<file path="src/rtl/spike_mac_accum.sv">
// ---------------------------------------------------------------------------
// spike_mac_accum
//   Multi-beat, spike-gated multiply-accumulate. Each accepted beat carries
//   LANES pixel/spike bits and LANES signed Q1.(WIDTH-1) weights. A lane
//   contributes its weight when its pixel bit is set and zero otherwise. The
//   per-beat partial sums are accumulated into one saturating signed neuron
//   sum. A dot product spans a variable number of beats and ends on in_last.
//   It is force-terminated after MAX_BEATS beats.
//
// Ports
//   clk        rising-edge clock
//   rst        asynchronous, active-high reset
//   in_valid   beat valid
//   in_ready   beat accepted when in_valid & in_ready
//   in_last    final beat of the current dot product
//   p          pixel/spike bits, lane i = p[i]
//   w          weights, lane i = w[WIDTH*i +: WIDTH], signed
//   out_valid  result valid
//   out_ready  result consumed when out_valid & out_ready
//   sum        signed accumulated sum, scale 2^-(WIDTH-1)
//   sat        saturation occurred during this dot product
//   len_err    MAX_BEATS reached without in_last
//   beats      number of beats in the reported sum
// ---------------------------------------------------------------------------
module spike_mac_accum #(
    parameter int WIDTH     = 8,
    parameter int LANES     = 5,
    parameter int ACC_W     = 16,
    parameter int MAX_BEATS = 256
) (
    input  logic                           clk,
    input  logic                           rst,
    input  logic                           in_valid,
    output logic                           in_ready,
    input  logic                           in_last,
    input  logic [LANES-1:0]               p,
    input  logic [WIDTH*LANES-1:0]         w,
    output logic                           out_valid,
    input  logic                           out_ready,
    output logic signed [ACC_W-1:0]        sum,
    output logic                           sat,
    output logic                           len_err,
    output logic [$clog2(MAX_BEATS+1)-1:0] beats
);

    // Partial width: enough headroom to add LANES full-scale weights exactly.
    localparam int PW = WIDTH + $clog2(LANES);
    // One guard bit above the accumulator catches overflow of acc + partial.
    localparam int SW = ACC_W + 1;
    localparam int BW = $clog2(MAX_BEATS + 1);

    localparam logic [BW-1:0]           LAST_BEAT = BW'(MAX_BEATS);
    localparam logic signed [ACC_W-1:0] ACC_MAX   = {1'b0, {(ACC_W-1){1'b1}}};
    localparam logic signed [ACC_W-1:0] ACC_MIN   = {1'b1, {(ACC_W-1){1'b0}}};

    typedef enum logic [1:0] {
        S_IDLE,
        S_ACC,
        S_FLUSH,
        S_OUT
    } state_t;

    // The extended sum overflowed the accumulator range when the guard bit
    // disagrees with the accumulator sign bit.
    function automatic logic clip_hit(input logic signed [SW-1:0] x);
        return x[SW-1] ^ x[SW-2];
    endfunction

    function automatic logic signed [ACC_W-1:0] sat_clip(input logic signed [SW-1:0] x);
        if (!clip_hit(x)) begin
            return x[ACC_W-1:0];
        end else if (x[SW-1]) begin
            return ACC_MIN;
        end else begin
            return ACC_MAX;
        end
    endfunction

    state_t               state;
    logic [BW-1:0]        cnt;
    logic [BW-1:0]        cnt_next;
    logic                 len_hit;
    logic                 accept;
    logic                 beat_limit;
    logic                 last_p0;
    logic                 hs;

    logic signed [WIDTH-1:0] lane_w;
    logic signed [PW-1:0]    partial_p0;

    logic signed [PW-1:0]    part_p1;
    logic                    last_p1;
    logic                    vld_p1;

    logic signed [ACC_W-1:0] acc;
    logic                    sat_acc;
    logic                    done_p2;
    logic signed [SW-1:0]    acc_sum;

    assign accept     = in_valid & in_ready;
    assign hs         = out_valid & out_ready;
    assign cnt_next   = cnt + BW'(1);
    // The MAX_BEATS-th beat closes the dot product even without in_last.
    assign beat_limit = (cnt_next == LAST_BEAT);
    assign last_p0    = in_last | beat_limit;

    // ---- Stage 0: gated lane sum (combinational) ----
    always_comb begin
        partial_p0 = '0;
        lane_w     = '0;
        for (int i = 0; i < LANES; i++) begin
            lane_w = w[WIDTH*i +: WIDTH];
            if (p[i]) begin
                partial_p0 = partial_p0 + PW'(lane_w);
            end
        end
    end

    assign acc_sum = SW'(acc) + SW'(part_p1);

    always_ff @(posedge clk or posedge rst) begin
        if (rst) begin
            part_p1 <= '0;
            last_p1 <= 1'b0;
            vld_p1  <= 1'b0;
            acc     <= '0;
            sat_acc <= 1'b0;
            done_p2 <= 1'b0;
        end else begin
            // ---- Stage 1: register partial sum with its last flag ----
            vld_p1  <= accept;
            last_p1 <= accept & last_p0;
            if (accept) begin
                part_p1 <= partial_p0;
            end

            // ---- Stage 2: saturating accumulate ----
            // done_p2 marks that acc now holds the final partial.
            done_p2 <= vld_p1 & last_p1;
            if (hs) begin
                acc     <= '0;
                sat_acc <= 1'b0;
            end else if (vld_p1) begin
                acc     <= sat_clip(acc_sum);
                sat_acc <= sat_acc | clip_hit(acc_sum);
            end
        end
    end

    // Control FSM with registered handshake outputs and result registers.
    always_ff @(posedge clk or posedge rst) begin
        if (rst) begin
            state     <= S_IDLE;
            in_ready  <= 1'b1;
            out_valid <= 1'b0;
            cnt       <= '0;
            len_hit   <= 1'b0;
            sum       <= '0;
            sat       <= 1'b0;
            len_err   <= 1'b0;
            beats     <= '0;
        end else begin
            case (state)
                S_IDLE, S_ACC: begin
                    if (accept) begin
                        cnt <= cnt_next;
                        if (beat_limit && !in_last) begin
                            len_hit <= 1'b1;
                        end
                        if (last_p0) begin
                            state    <= S_FLUSH;
                            in_ready <= 1'b0;
                        end else begin
                            state <= S_ACC;
                        end
                    end
                end
                S_FLUSH: begin
                    if (done_p2) begin
                        state     <= S_OUT;
                        out_valid <= 1'b1;
                        sum       <= acc;
                        sat       <= sat_acc;
                        len_err   <= len_hit;
                        beats     <= cnt;
                    end
                end
                S_OUT: begin
                    if (out_ready) begin
                        state     <= S_IDLE;
                        out_valid <= 1'b0;
                        in_ready  <= 1'b1;
                        cnt       <= '0;
                        len_hit   <= 1'b0;
                    end
                end
                default: begin
                    state <= S_IDLE;
                end
            endcase
        end
    end

endmodule

</file>
<file path="config.mk">
export PLATFORM = sky130hd
export DESIGN_NAME = spike_mac_accum
export DESIGN_NICKNAME = d
export VERILOG_FILES = /design/src/rtl/spike_mac_accum.sv
export SDC_FILE = /design/constraint.sdc
export NUM_CORES = 1
export LEC_CHECK = 0
export CAP_MARGIN = 20
export CELL_PAD_IN_SITES_DETAIL_PLACEMENT = 1
export CELL_PAD_IN_SITES_GLOBAL_PLACEMENT = 1
export CORE_ASPECT_RATIO = 0.9
export CORE_MARGIN = 3
export CORE_UTILIZATION = 46
export DETAILED_ROUTE_END_ITERATION = 8
export PLACE_DENSITY = 0.85
export REMOVE_ABC_BUFFERS = 1
export SLEW_MARGIN = 40
export SYNTH_ARGS = -nofsm -noshare
export SYNTH_HDL_FRONTEND = slang
export SYNTH_SLANG_ARGS = --single-unit
</file>
<file path="constraint.sdc">
create_clock -name clk -period 5.3 [get_ports clk]
set_input_delay 0.53 -clock clk [delete_from_list [all_inputs] [get_ports clk]]
set_output_delay 0.53 -clock clk [all_outputs]
set_load 0.01 [all_outputs]
</file>
**Yosys cells after proc, flatten, opt, wreduce, memory -nomap -nowiden**

Cells that the tools add are included.

- Memories: 0
- Bits in latches: 0
- ROM bits: 0
- Bits in registers: 72
- Bits in writable memories: 0

- $lt $le $gt $ge: 0
- Muxes and demuxes: 29
- Add/subtract/negate cells: 6
- Shifts and indexed selects: 0
- Divide/modulo/power cells: 0
- Bitwise gates (word level): 7
- Equality and inequality tests: 9
- Multipliers: 0
- Reductions and logical operators: 13

Operators with widths:

| operator | count |
|---|---|
| $mux 16 | 4 |
| $mux 11 | 5 |
| $add 11x8->11 | 4 |
| $mux 9 | 2 |
| $pmux 9 s2 | 1 |
| $add 16x11->17 | 1 |
| $ne 2x2->1 const B | 5 |
| $add 9x1->9 const B | 1 |
| $eq 9x9->1 const B | 1 |
| $mux 1 | 9 |
| $reduce_and 3->1 | 3 |
| $mux 2 | 4 |
| $reduce_and 4->1 | 2 |
| $pmux 1 s2 | 3 |
| $pmux 2 s3 | 1 |
| $reduce_bool 2->1 | 3 |
| $and 1x1->1 | 4 |
| $eq 2x2->1 const B | 2 |
| $eq 2x1->1 const B | 1 |
| $logic_not 2->1 | 1 |
| $or 1x1->1 | 2 |
| $reduce_and 2->1 | 1 |
| $reduce_or 2->1 | 1 |
| $logic_and 1x1->1 | 1 |
| other kinds (2) | 2 |

**Longest topological paths before layout**

- Word-level depth: 9
- Gate-level depth with buffers: 33
- Mapped depth without buffers: 32

**Worst setup path before layout**

OpenSTA, ideal clock, no wires.

- Path type: input to register
- From: input p[0]
- To: register part_p1[10]
- Data arrival time: 5.992 ns
- Buffers on the path: 1
- Path slack: -0.775 ns
- Cell stages on the path: 31
- Cells stage by stage: buf_4 > and2_1 > ha_1 > ha_1 > o21ai_0 > o211ai_1 > maj3_1 > nand2_1 > xor2_1 > a21oi_1 > ha_1 > a21o_1 > nand2_1 > nand2_1 > nor2_1 > xnor2_1 > mux2_2 > ha_1 > a2111oi_0 > nor2_1 > xor2_1 > mux2_2 > ha_1 > o21a_1 > nor2_1 > a21oi_1 > nand3_1 > and3_1 > o21ai_0 > xnor3_1 > o21ai_0

- Longest elaborated chain between the ends: 9

RTL lines:

| item | line | source |
|---|---|---|
| start, declared | 36 | `input logic [LANES-1:0] p,` |
| $mux 11 * | 113 | `if (p[i]) begin` |
| $add 11x8->11 | 114 | `partial_p0 = partial_p0 + PW'(lane_w);` |
| $mux 11 * | 113 |  |
| $add 11x8->11 | 114 |  |
| $mux 11 * | 113 |  |
| $add 11x8->11 | 114 |  |
| $mux 11 * | 113 |  |
| $add 11x8->11 | 114 |  |
| $mux 11 * | 113 |  |
| end signal, assigned | 134 | `part_p1 <= partial_p0;` |
| end, declared | 91 | `logic signed [PW-1:0] part_p1;` |

Every way passes the cells marked *; elsewhere a longest branch is shown, timed or not.
A chain may end at the register's enable or synchronous reset.

**Worst setup path after layout**

- From: input w[0]
- To: register part_p1[10]

- Longest elaborated chain between the ends: 9

RTL lines:

| item | line | source |
|---|---|---|
| start, declared | 37 | `input logic [WIDTH*LANES-1:0] w,` |
| $mux 11 * | 113 |  |
| $add 11x8->11 | 114 |  |
| $mux 11 * | 113 |  |
| $add 11x8->11 | 114 |  |
| $mux 11 * | 113 |  |
| $add 11x8->11 | 114 |  |
| $mux 11 * | 113 |  |
| $add 11x8->11 | 114 |  |
| $mux 11 * | 113 |  |

Marks and branches as above.

==> results_dict.tcl <==
set metrics [dict create \
    outcome "finished with violations" \
    pwr-share-clk_pct 29.0 \
    via_per_inst 7.33 \
    vias 7371 \
    rsz0062_at_grt "yes" \
    gr-total-overflow 0 \
    layout-drive-gt1-share_pct 33.9 \
    crit_fanout 4 \
    p_switching_mw 0.990 \
    path_class "input pin to flop" \
    ys_ff_latch 72 \
    clockRootBuffer "clkbuf_16" \
    clk_latency_ns 0.36 \
    grt_max_degree 73 \
    grt_pass1_vias 7584 \
    dp.cells 967 \
    cts_made_buffers 9 \
    p_int_mw 1.67 \
    gp_congestion 0.947 \
    antennaDiodeCount 0 \
    num_rows 38 \
    wl_per_cell_um 35.1 \
    grtUsageTotal_pct 39.2 \
    drt-total-wl_mm 35.3 \
    cp-end-kind "flop" \
    violations "setup timing" \
    p_leak_nw 4.04 \
    holdBufCountCts 0 \
    synth_cells 654 \
    ys_seq_area_share_pct 30.8 \
    r2r_slack_ns 1.00 \
    clock_skew_ns 0.0102 \
    max_slew_margin_pct 34.0 \
    hold_depth 1 \
    min_to "sum[10]$_DFFE_PP0P_" \
    ir_drop_mv 0.370 \
    setup_viol 7 \
    multi_input_area_mm2 0.00453 \
    cp.required_ns 5.53 \
    port-buffer-count 78 \
    die_h_um 113 \
    grt_pass1_wl_mm 43.2 \
    drt-initial-drc-count 810 \
    ys_warn_count 0 \
    dieArea_mm2 0.0141 \
    hold_class "flop to flop" \
    synthFlopType "dfrtp_1" \
    cp_slowest_cell "o21ai_0" \
    finalPower_mw 2.67 \
    setup_ws_ns -0.781 \
    cp-start-kind "input pin" \
    finalCriticalPeriod_ns 6.08 \
    antenna_found_initial 0 \
    final_cells 1006 \
    max_freq_mhz 164 \
    syn2layout_area_growth_pct 48.9 \
    holdWs_ns 0.507 \
    synth_area_mm2 0.00585 \
    drv_cap 0 \
    drc_errors 0 \
    seqPwrFrac_pct 20.6 \
    synth_edf_count 0 \
    avgSynthCellArea_um2 8.94 \
    seqCellArea_mm2 0.00180 \
    coreArea_mm2 0.0122 \
    r2r-end "acc[4]$_DFFE_PP0P_" \
    nNetsFinal 948 \
    critPathArrivalTime_ns 6.31 \
    cpPeakStageDelay_ns 0.42 \
    min_period_over_period_pct 115 \
    hold_viol 0 \
    switching_share_pct 37.2 \
    pre_cts_slack_ns -1.78 \
    cts_sinks 72 \
    drt_first_pass_iters 7 \
    path_common_cell "ha_4" \
    die_w_um 125 \
    r2r_start "part_p1[0]$_DFFE_PP0P_" \
    hpwl_mm 15.2 \
    min_from "sum[10]$_DFFE_PP0P_" \
    h-tree-depth 3 \
    fin_setup_tns_ns -3.73 \
    power_density_mw_per_mm2 306 \
    num_io_pins 79 \
    comb_power_share_pct 50.4 \
    cts_tree "done" \
    filler_cell_count 1295 \
    r2r_cells 10 \
    clk_pin_slew_ns 0.06 \
    initial_core_util_pct 47.9 \
    worst_pin_slew_ns 0.990 \
    finalMaxSlewViolations 0 \
    ys_async_sr_fraction_pct 100 \
    final_antenna_net_count 0 \
    clock_tree.buffer_depth 2 \
    synth_cell_types 65 \
]
-- state kept, by name, summed over array words and instances, names as in the netlist --
name / flops
sat: 1
done_p2: 1
acc: 16
sum: 16
in_ready: 1
len_err: 1
part_p1: 11
out_valid: 1
sat_acc: 1
len_hit: 1
beats: 9
vld_p1: 1
last_p1: 1
cnt: 9
state: 2
-- metal layers --
| metal | part of all wire, % | wire length, µm | up-vias | global-route usage (%) |
|---|---|---|---|---|
| met3 | 10 | 3630 | 345 | 8.16 |
| met5 | 0 | 0 | - | 0 |
| met4 | 12 | 4090 | 0 | 24.4 |
| met1 | 33 | 11500 | 3553 | 41.9 |
| met2 | 46 | 16100 | 707 | 71.0 |
| li1 | - | - | 2766 | - |
-- worst max-delay path: cells and delay by family --
family,cells,cell delay (ns)
AO/OA/AOI/OAI,12,2.75
adder cells (fa/ha/maj),4,1.04
XOR/XNOR,3,0.57
buffers and inverters,3,0.23
AND/OR/NAND/NOR,8,1.17
-- cell usage after synthesis (18+ instances only) --
cell	instances	area, µm²
ha_1	53	663
dfrtp_1	71	1780
nand2_1	55	206
clkbuf_1	18	67.6
mux2_2	39	439
nor2_1	34	128
inv_1	23	86.3
a21o_1	21	158
a21oi_1	54	270
xor2_1	19	166
xnor2_1	22	193
o21ai_0	79	395
-- logic make-up after synthesis --
family	after synthesis	synth area share, %
AO/OA/AOI/OAI	223	23.5
AND/OR/NAND/NOR	162	13.5
flip-flops	72	30.8
adder cells (fa/ha/maj)	59	13.1
buffers and inverters	48	3.36
multiplexers	47	8.88
XOR/XNOR	43	6.80
-- per-stage QoR --
| step | cell area [µm²] | util (%) |
|---|---|---|
| detailed placement | 7480 | 61.2 |
| floorplan | 5740 | - |
| global route | 8710 | 71.3 |
| CTS | 8430 | 69.0 |
| global placement | 7470 | 61.1 |
| finish | 8710 | 71.3 |
-- power groups by stage --
stage | clock, mW | sequential [mW] | combinational (mW)
after detailed placement | 0 | 0.560 | 0.828
after CTS | 0.737 | 0.550 | 1.05
after floorplan | 0 | 0.560 | 0.431
after global placement | 0 | 0.560 | 0.762
after global routing | 0.789 | 0.549 | 1.38
final | 0.772 | 0.549 | 1.34
-- cells in the final DEF, fill, tap and decap left out, types with 18 or more instances in the layout --
cell type,count
a21o_1,21
a21oi_1,40
buf_4,119
clkdlybuf4s50_1,71
dfrtp_1,71
ha_1,33
ha_4,20
inv_1,19
mux2_2,36
nand2_1,51
nor2_1,29
o21ai_0,61
xor2_1,18
-- timing repair --
item,in CTS,in global routing
gates cloned,0,0
pin swaps,42,48
gates resized for setup,109,45
hold endpoints to repair,0,0
buffers inserted,16,10
setup endpoints to repair,6,6
-- cell type report --
cell class | count | share of cell area, %
inverter | 23 | 1.08
multi-input combinational | 534 | 52.0
clock buffer | 11 | 2.90
clock inverter | 5 | 1.18
sequential | 72 | 20.7
tap | 160 | 2.30
timing repair buffer | 201 | 19.8
-- how the worst max path moves through the flow --
stage | start | endpoint | slack [ns] | cells past startpoint
after global placement | p[0] | part_p1[10]$_DFFE_PP0P_ | -1.19 | 32
after global routing | w[0] | part_p1[10]$_DFFE_PP0P_ | -0.86 | 30
after CTS | p[0] | part_p1[10]$_DFFE_PP0P_ | -0.02 | 30
after detailed placement | p[0] | part_p1[10]$_DFFE_PP0P_ | -1.78 | 29
final | w[0] | part_p1[10]$_DFFE_PP0P_ | -0.78 | 30
after floorplan | w[0] | part_p1[10]$_DFFE_PP0P_ | -0.64 | 30
(Power assumes the default switching activity.)
